File: src/rtl/pll_pkg.sv
// Definitions shared between the PLL and its monitor blocks.
package pll_pkg;

  // Phase words are unsigned and wrap modulo 2^PHASE_W.
  localparam int PHASE_W = 8;

  // Lock detector FSM encodings.
  typedef enum logic [1:0] {
    ST_UNLOCKED  = 2'd0,
    ST_ACQUIRING = 2'd1,
    ST_LOCKED    = 2'd2,
    ST_HOLDOVER  = 2'd3
  } lock_state_e;

endpackage

File: src/rtl/pll_phase_err.sv
// Wrap-aware phase error magnitude |phase - theta|, range 0..2^(PHASE_W-1).
module pll_phase_err
  import pll_pkg::*;
(
  input  logic [PHASE_W-1:0] phase_i,
  input  logic [PHASE_W-1:0] theta_i,
  output logic [PHASE_W-1:0] err_abs_o
);

  logic [PHASE_W-1:0] diff;
  logic [PHASE_W-1:0] neg;

  // The modulo difference read as two's complement; the most negative value
  // negates to itself, which read unsigned is exactly the half-circle 128.
  always_comb begin
    diff      = phase_i - theta_i;
    neg       = ~diff + {{(PHASE_W-1){1'b0}}, 1'b1};
    err_abs_o = diff[PHASE_W-1] ? neg : diff;
  end

endmodule

File: src/rtl/pll_lock_detect.sv
// Hysteretic PLL lock detector: registers the phase error, then runs an
// UNLOCKED/ACQUIRING/LOCKED/HOLDOVER FSM on each valid error sample.
module pll_lock_detect
  import pll_pkg::*;
#(
  parameter int WIN_LOCK   = 8,
  parameter int WIN_UNLOCK = 16,
  parameter int LOCK_CNT   = 64,
  parameter int UNLOCK_CNT = 16,
  parameter int CNT_W      = 8
) (
  input  logic               clk,
  input  logic               reset,
  input  logic               en,
  input  logic               clear,
  input  logic [PHASE_W-1:0] phase,
  input  logic [PHASE_W-1:0] theta,
  output logic [PHASE_W-1:0] err_abs,
  output logic [1:0]         state,
  output logic               locked,
  output logic               lock_acq,
  output logic               lock_lost,
  output logic [15:0]        lock_time
);

  localparam logic [PHASE_W-1:0] WIN_LOCK_C   = PHASE_W'(WIN_LOCK);
  localparam logic [PHASE_W-1:0] WIN_UNLOCK_C = PHASE_W'(WIN_UNLOCK);
  localparam logic [CNT_W-1:0]   LOCK_CNT_C   = CNT_W'(LOCK_CNT);
  localparam logic [CNT_W-1:0]   UNLOCK_CNT_C = CNT_W'(UNLOCK_CNT);
  localparam logic [CNT_W-1:0]   CNT_ONE      = CNT_W'(1);

  logic [PHASE_W-1:0] err_c;
  logic [PHASE_W-1:0] err_q;
  logic               s1_vld_q;

  lock_state_e        state_q;
  logic [CNT_W-1:0]   cnt_q;
  logic [CNT_W-1:0]   cnt_inc;
  logic [15:0]        lt_q;
  logic               locked_q;
  logic               acq_q;
  logic               lost_q;
  logic               in_lock;
  logic               out_unlock;

  pll_phase_err u_err (
    .phase_i   (phase),
    .theta_i   (theta),
    .err_abs_o (err_c)
  );

  // Stage 1: capture the error on sample strobes; clear discards the sample.
  always_ff @(posedge clk or negedge reset) begin
    if (!reset) begin
      err_q    <= '0;
      s1_vld_q <= 1'b0;
    end else if (clear) begin
      err_q    <= '0;
      s1_vld_q <= 1'b0;
    end else if (en) begin
      err_q    <= err_c;
      s1_vld_q <= 1'b1;
    end else begin
      s1_vld_q <= 1'b0;
    end
  end

  // Window decisions on the registered error.
  always_comb begin
    in_lock    = (err_q <= WIN_LOCK_C);
    out_unlock = (err_q > WIN_UNLOCK_C);
    cnt_inc    = cnt_q + CNT_ONE;
  end

  // Stage 2: lock FSM with run counter, acquisition timer and pulse outputs.
  always_ff @(posedge clk or negedge reset) begin
    if (!reset) begin
      state_q  <= ST_UNLOCKED;
      cnt_q    <= '0;
      lt_q     <= '0;
      locked_q <= 1'b0;
      acq_q    <= 1'b0;
      lost_q   <= 1'b0;
    end else if (clear) begin
      state_q  <= ST_UNLOCKED;
      cnt_q    <= '0;
      lt_q     <= '0;
      locked_q <= 1'b0;
      acq_q    <= 1'b0;
      lost_q   <= 1'b0;
    end else begin
      acq_q  <= 1'b0;
      lost_q <= 1'b0;
      if (s1_vld_q) begin
        // Time spent hunting for lock; frozen once locked.
        if ((state_q == ST_UNLOCKED || state_q == ST_ACQUIRING) && lt_q != 16'hFFFF)
          lt_q <= lt_q + 16'd1;
        case (state_q)
          ST_UNLOCKED: begin
            if (in_lock) begin
              state_q <= ST_ACQUIRING;
              cnt_q   <= CNT_ONE;
            end else begin
              cnt_q <= '0;
            end
          end
          ST_ACQUIRING: begin
            if (in_lock) begin
              if (cnt_inc == LOCK_CNT_C) begin
                state_q  <= ST_LOCKED;
                cnt_q    <= '0;
                acq_q    <= 1'b1;
                locked_q <= 1'b1;
              end else begin
                cnt_q <= cnt_inc;
              end
            end else begin
              state_q <= ST_UNLOCKED;
              cnt_q   <= '0;
            end
          end
          ST_LOCKED: begin
            if (out_unlock) begin
              state_q <= ST_HOLDOVER;
              cnt_q   <= CNT_ONE;
            end
          end
          ST_HOLDOVER: begin
            if (out_unlock) begin
              if (cnt_inc == UNLOCK_CNT_C) begin
                state_q  <= ST_UNLOCKED;
                cnt_q    <= '0;
                lost_q   <= 1'b1;
                locked_q <= 1'b0;
                lt_q     <= '0;
              end else begin
                cnt_q <= cnt_inc;
              end
            end else begin
              state_q <= ST_LOCKED;
              cnt_q   <= '0;
            end
          end
          default: begin
            state_q <= ST_UNLOCKED;
            cnt_q   <= '0;
          end
        endcase
      end
    end
  end

  assign err_abs   = err_q;
  assign state     = state_q;
  assign locked    = locked_q;
  assign lock_acq  = acq_q;
  assign lock_lost = lost_q;
  assign lock_time = lt_q;

endmodule

File: config.mk
export PLATFORM = sky130hd
export DESIGN_NAME = pll_lock_detect
export DESIGN_NICKNAME = d
export VERILOG_FILES = /design/src/rtl/pll_pkg.sv /design/src/rtl/pll_phase_err.sv /design/src/rtl/pll_lock_detect.sv
export SDC_FILE = /design/constraint.sdc
export NUM_CORES = 1
export LEC_CHECK = 0
export BUFFER_PORTS_ARGS = -buffer_cell sky130_fd_sc_hd__buf_4
export CAP_MARGIN = 20
export CORE_MARGIN = 2
export CORE_UTILIZATION = 51
export CTS_CLUSTER_DIAMETER = 150
export DETAILED_ROUTE_END_ITERATION = 8
export PLACE_DENSITY = 0.75
export SYNTH_ARGS = -nofsm -noshare
export SYNTH_HDL_FRONTEND = slang
export SYNTH_SLANG_ARGS = --single-unit
File: constraint.sdc
create_clock -name clk -period 2.25 [get_ports clk]
set_clock_uncertainty 0.2 [all_clocks]
set_input_delay 0.45 -clock clk [delete_from_list [all_inputs] [get_ports clk]]
set_output_delay 0.45 -clock clk [all_outputs]
set_load 0.01 [all_outputs]
; After elaboration in Yosys (flattened, before gate mapping)
; Cells that the tools add are included.
[totals]
n_memories = 0
out_inout_bits = 29
latchBits = 0
inputBits = 20
register_bits = 38
romBits = 0
mem_bits_rw = 0
[op_classes]
div_mod_pow = 0
muxes = 46
add_sub_neg = 4
n_eq_ne = 14
magnitude_cmp = 2
n_mul = 0
bitwise = 1
n_shift = 0
n_reduce_logical = 9
[op_table]
columns = op, count
row1 = two-way mux 16 bit, 6
row2 = two-way mux 8 bit, 10
row3 = case mux 8 bit (4 select lines), 1
row4 = two-way mux 1 bit, 19
row5 = "adder 16 x 1 -> 16 bit, second input constant", 1
row6 = "adder 8 x 1 -> 8 bit, second input constant", 2
row7 = two-way mux 2 bit, 8
row8 = "!= test 16 bit, second input constant", 1
row9 = "!= test 3 bit, second input constant", 5
row10 = "== test 8 x 5 -> 1 bit, second input constant", 1
row11 = "== test 8 x 7 -> 1 bit, second input constant", 1
row12 = "greater-than comparator 8 x 5 -> 1 bit, second input constant", 1
row13 = "less-or-equal comparator 8 x 4 -> 1 bit, second input constant", 1
row14 = NOT 8 bit, 1
row15 = case mux 2 bit (4 select lines), 1
row16 = subtractor 8 bit, 1
row17 = AND reduction 6 bit, 1
row18 = AND reduction 5 bit, 1
row19 = "== test 2 bit, second input constant", 2
row20 = "!= test 4 x 3 -> 1 bit, second input constant", 1
row21 = "!= test 4 bit, second input constant", 1
row22 = nonzero test 2 bit, 2
row23 = "!= test 3 x 2 -> 1 bit, second input constant", 1
row24 = nonzero test 3 bit, 1
row25 = 6 further kinds, 6

; Depth between registers and ports, before layout
[logic_depth]
ltp_word = 9
mapped_depth = 10

; Hierarchy
; From an unflattened synthesis, not the netlist that was laid out.
[hier_totals]
hier_cells = 321
area_unflattened_um2 = 2912.8
[modules_own_cells]
columns = mod, cells_per_inst, area_per_inst_um2, seq_area_each_um2, instances
row1 = pll_lock_detect, 246, 2362.3, 950.9, 1
row2 = pll_phase_err, 75, 550.5, 0.0, 1

; Least setup slack after synthesis
; Ideal clock, no wire load.
[synth_timing]
path_kind = input -> register
startpoint = in phase[0]
endpoint = reg err_q[6], in the netlist err_abs[6]
arrival_ps = 2611
path_buffers = 0
path_slack_ps = -683
stages = 10
t_required_ps = 1928
cell_sequence = inv_1 -> ha_1 -> inv_1 -> fa_1 -> a211oi_1 -> nor2_1 -> xnor2_1 -> o41a_1 -> o2111a_1 -> a2111oi_1
[synth_via]
elab_chain_cells = 6
[synth_rtl]
columns = item, line
row1 = from (decl), pll_lock_detect.sv:16  ; input logic [PHASE_W-1:0] phase,
row2 = subtractor 8 bit (*), pll_phase_err.sv:16  ; diff = phase_i - theta_i;
row3 = NOT 8 bit, pll_phase_err.sv:17  ; neg = ~diff + {{(PHASE_W-1){1'b0}}, 1'b1};
row4 = adder 8 x 1 -> 8 bit, pll_phase_err.sv:17
row5 = two-way mux 8 bit (*), pll_phase_err.sv:18  ; err_abs_o = diff[PHASE_W-1] ? neg : diff;
row6 = two-way mux 8 bit (*), pll_lock_detect.sv:60  ; end else if (en) begin
row7 = two-way mux 8 bit (*), pll_lock_detect.sv:57  ; end else if (clear) begin
row8 = to (signal assigned), pll_lock_detect.sv:61  ; err_q <= err_c;
row9 = to (decl), pll_lock_detect.sv:33  ; logic [PHASE_W-1:0] err_q;
; Every way passes the cells marked *; elsewhere a longest branch is shown, timed or not. The select of a mux whose other input is x is not followed.
; A chain may end at the register's enable or synchronous reset.

; Worst setup path in the final report
[layout_timing]
startpoint = in phase[0]
endpoint = reg err_q[7], in the netlist err_abs[7]
; The elaborated chain is that of the path after synthesis.

==> results.cfg <==
[synth]
yosys.area_share.simple_pct = 26.0
synth_mux_area_share_pct = 0.414
synthXorXnorAreaFrac_pct = 3.54
synthFlopType = dfrtp_1
synth_top_family_by_area = simple AND/OR/NAND/NOR gates
yosysTopAreaCell = dfrtp_1
avgSynthCellArea_um2 = 8.52
synth_cells = 319
synthArstFlopShare_pct = 100
ys_warn_count = 0
ys_types = 69
synthesis.nets = 350
yosys-top-cells-area = dfrtp_1, ha_1, nand4_1, nand2_1, nor2_1
synth-compound-area-share_pct = 23.8
synth_top_area_share_pct = 35.0
netlist_area_mm2 = 0.00272
ys_seq_area_share_pct = 35.0
ys_ff_latch = 38
synth_fa_ha_area_share_pct = 5.34
synth_edf_count = 0

[power_and_ir_drop]
pwr_density_cell_mw_per_mm2 = 518
p_leak_nw = 1.86
peakVddDrop_mv = 0.302

[detailed_routing]
drcViolationCount = 0
vias = 3124
wirelength_um = 8490
dr.first_iter.drc_count = 248
viasPerCell = 6.13
wl_per_cell_um = 16.6
ant_nets = 0
dr.pass1.iters = 6

[sta]
slew_headroom_pct = 61.9
fin_ws_ps = -347
whs_ps = 142
worst_pin_slew_ps = 567
min_period_over_period_pct = 115
setup_viol = 4
fin_crit_ps = 2600
finalMaxSlewViolations = 0
max_freq_mhz = 385
hold_viol = 0
rsz0062_at_grt = yes

[clock_tree]
cts-root-buf = clkbuf_8
ctsHtreeMaxLevel = 2
cts_sinks = 38
clk_latency_ps = 300
cts.path.max_buffers = 2
cts_made_buffers = 5
cts_tree = yes
clk_pin_slew_ps = 90

[status]
violations = negative setup slack
status = finished with violations

[floorplanning]
die_w_um = 77.0
fp-row-count = 26
die_h_um = 77.0
initial_core_util_pct = 52.9
coreArea_mm2 = 0.00514
die_area_mm2 = 0.00593
ioPinCount = 49

[layout]
fillCellCount = 330
final_common_cell = buf_4
final_cell_mix = buf_4, dfrtp_1, nand2_1
drive_gt1_share_pct = 40.7
layout.cells.non_filler = 510
num-nets-final = 470
antenna_cells = 0
synthToLayoutAreaGrowth_pct = 50.9

[hold_path]
worstHoldPathType = primary input to flip-flop
whs_path_depth = 2

[critical_path]
worstPathArrival_ps = 2640
cp-end-kind = flip-flop
criticalPathCategory = primary input to flip-flop
cp-start-kind = primary input
worst-r2r-cell-count = 8
crit_required_ps = 2290
cp_max_fo = 3

[global_route]
grt_max_degree = 39
grt_pass1_vias = 2922
antenna_found_initial = 0
grt_first_pass_wirelength_um = 13100
groute.usage.overall_pct = 26.9
overflow = 0

[placed_design]
port_buffers = 48
dp_cells = 495
place_congestion = 0.945
place_hpwl_um = 5870

[run]
cap_viol_max_count = 0
flip-flops by register name (all words and copies together), names as in the netlist:
| name | cells |
|---|---|
| lock_acq | 1 |
| cnt_q | 8 |
| lock_time | 16 |
| s1_vld_q | 1 |
| locked | 1 |
| lock_lost | 1 |
| state | 2 |
| err_abs | 8 |
through the flow:
stage | worst slack [ps] | area [um^2] | total power [mW] | setup TNS, ps | utilization [%]
final | -347 | 4100 | 2.12 | -939 | 79.8
after global routing | -412 | 4100 | 2.21 | -1760 | 79.8
after CTS | -269 | 3880 | 2.05 | -863 | 75.5
after detailed placement | -800 | 3670 | 1.32 | -3790 | 71.3
after global placement | -713 | 3670 | 1.30 | -3300 | 71.3
after floorplan | -491 | 2760 | 1.04 | -1320 | -
worst paths after layout:
check | from | to | slack [ps]
min in group asynchronous | reset | cnt_q[7]$_DFFE_PN0P_ | 460
worst min register to register | cnt_q[1]$_DFFE_PN0P_ | cnt_q[1]$_DFFE_PN0P_ | 370
max in group asynchronous | reset | err_abs[4]$_DFFE_PN0P_ | 1020
worst max-delay path | phase[0] | err_abs[7]$_DFFE_PN0P_ | -350
worst min-delay path | clear | lock_time[0]$_DFFE_PN0P_ | 140
worst max register to register | cnt_q[0]$_DFFE_PN0P_ | lock_time[6]$_DFFE_PN0P_ | 40
cell families after synthesis:
family          count (synthesis)
simple gates                  133
xor+xnor                       11
compound gates                 88
mux                             1
fa+ha+maj                      11
flops                          38
buf+inv                        37
area by class of cell:
| cell class | count | area [um^2] | share of cell area [%] |
|---|---|---|---|
| inverters | 24 | 103 | 2.50 |
| flip-flops and latches | 38 | 952 | 23.2 |
| clock inverters | 3 | 68.8 | 1.68 |
| clock buffers | 5 | 68.8 | 1.68 |
| repair buffers | 126 | 960 | 23.4 |
| well taps | 70 | 87.6 | 2.14 |
| multi-input cells | 244 | 1860 | 45.4 |
power by group:
part	leakage [nW]	switching, mW	internal, mW
clock	0.0683	0.266	0.444
sequential	0.519	0.0270	0.712
combinational	1.27	0.349	0.325
timing repair:
action	in CTS	in global routing
hold endpoints to repair	38	0
setup buffers	2	4
setup endpoints to repair	10	30
resized for setup	9	33
pin swaps	9	11
hold buffers	1	0
critical path, cell delays in order:
cell and delay, ps:
buf_8 110, inv_12 40, ha_4 120, inv_2 30, fa_2 360, a211oi_4 290
mux2_4 330, nand4bb_1 180, o41a_1 160, buf_4 160, nor4b_4 230, a32o_1 170
cells in the mapped netlist (2+ instances only):
cell / n
dfrtp_1: 38
nand2_1: 30
nor2_1: 26
inv_1: 23
nand4_1: 20
a21oi_1: 17
nand3_1: 15
ha_1: 10
nor3_1: 10
o21ai_0: 9
clkbuf_1: 8
a31oi_1: 7
xnor2_1: 7
a311oi_1: 6
o21ai_1: 6
o311ai_1: 5
and3_1: 4
or3_1: 4
xor2_1: 4
a211oi_1: 3
a22oi_1: 3
and2_1: 3
nor2b_1: 3
o211ai_1: 3
o31ai_1: 3
a21o_1: 2
buf_2: 2
buf_6: 2
nand3b_1: 2
o2111a_1: 2
o221ai_1: 2
o41ai_1: 2
or4_1: 2
layer usage:
metal  global-route usage (%)  routed length (um)
met1                     32.9                3260
met2                     48.2                4530
met3                     4.94                 524
met4                     8.21                 172
met5                        0                   0
Power figures use the tool's default switching activity.
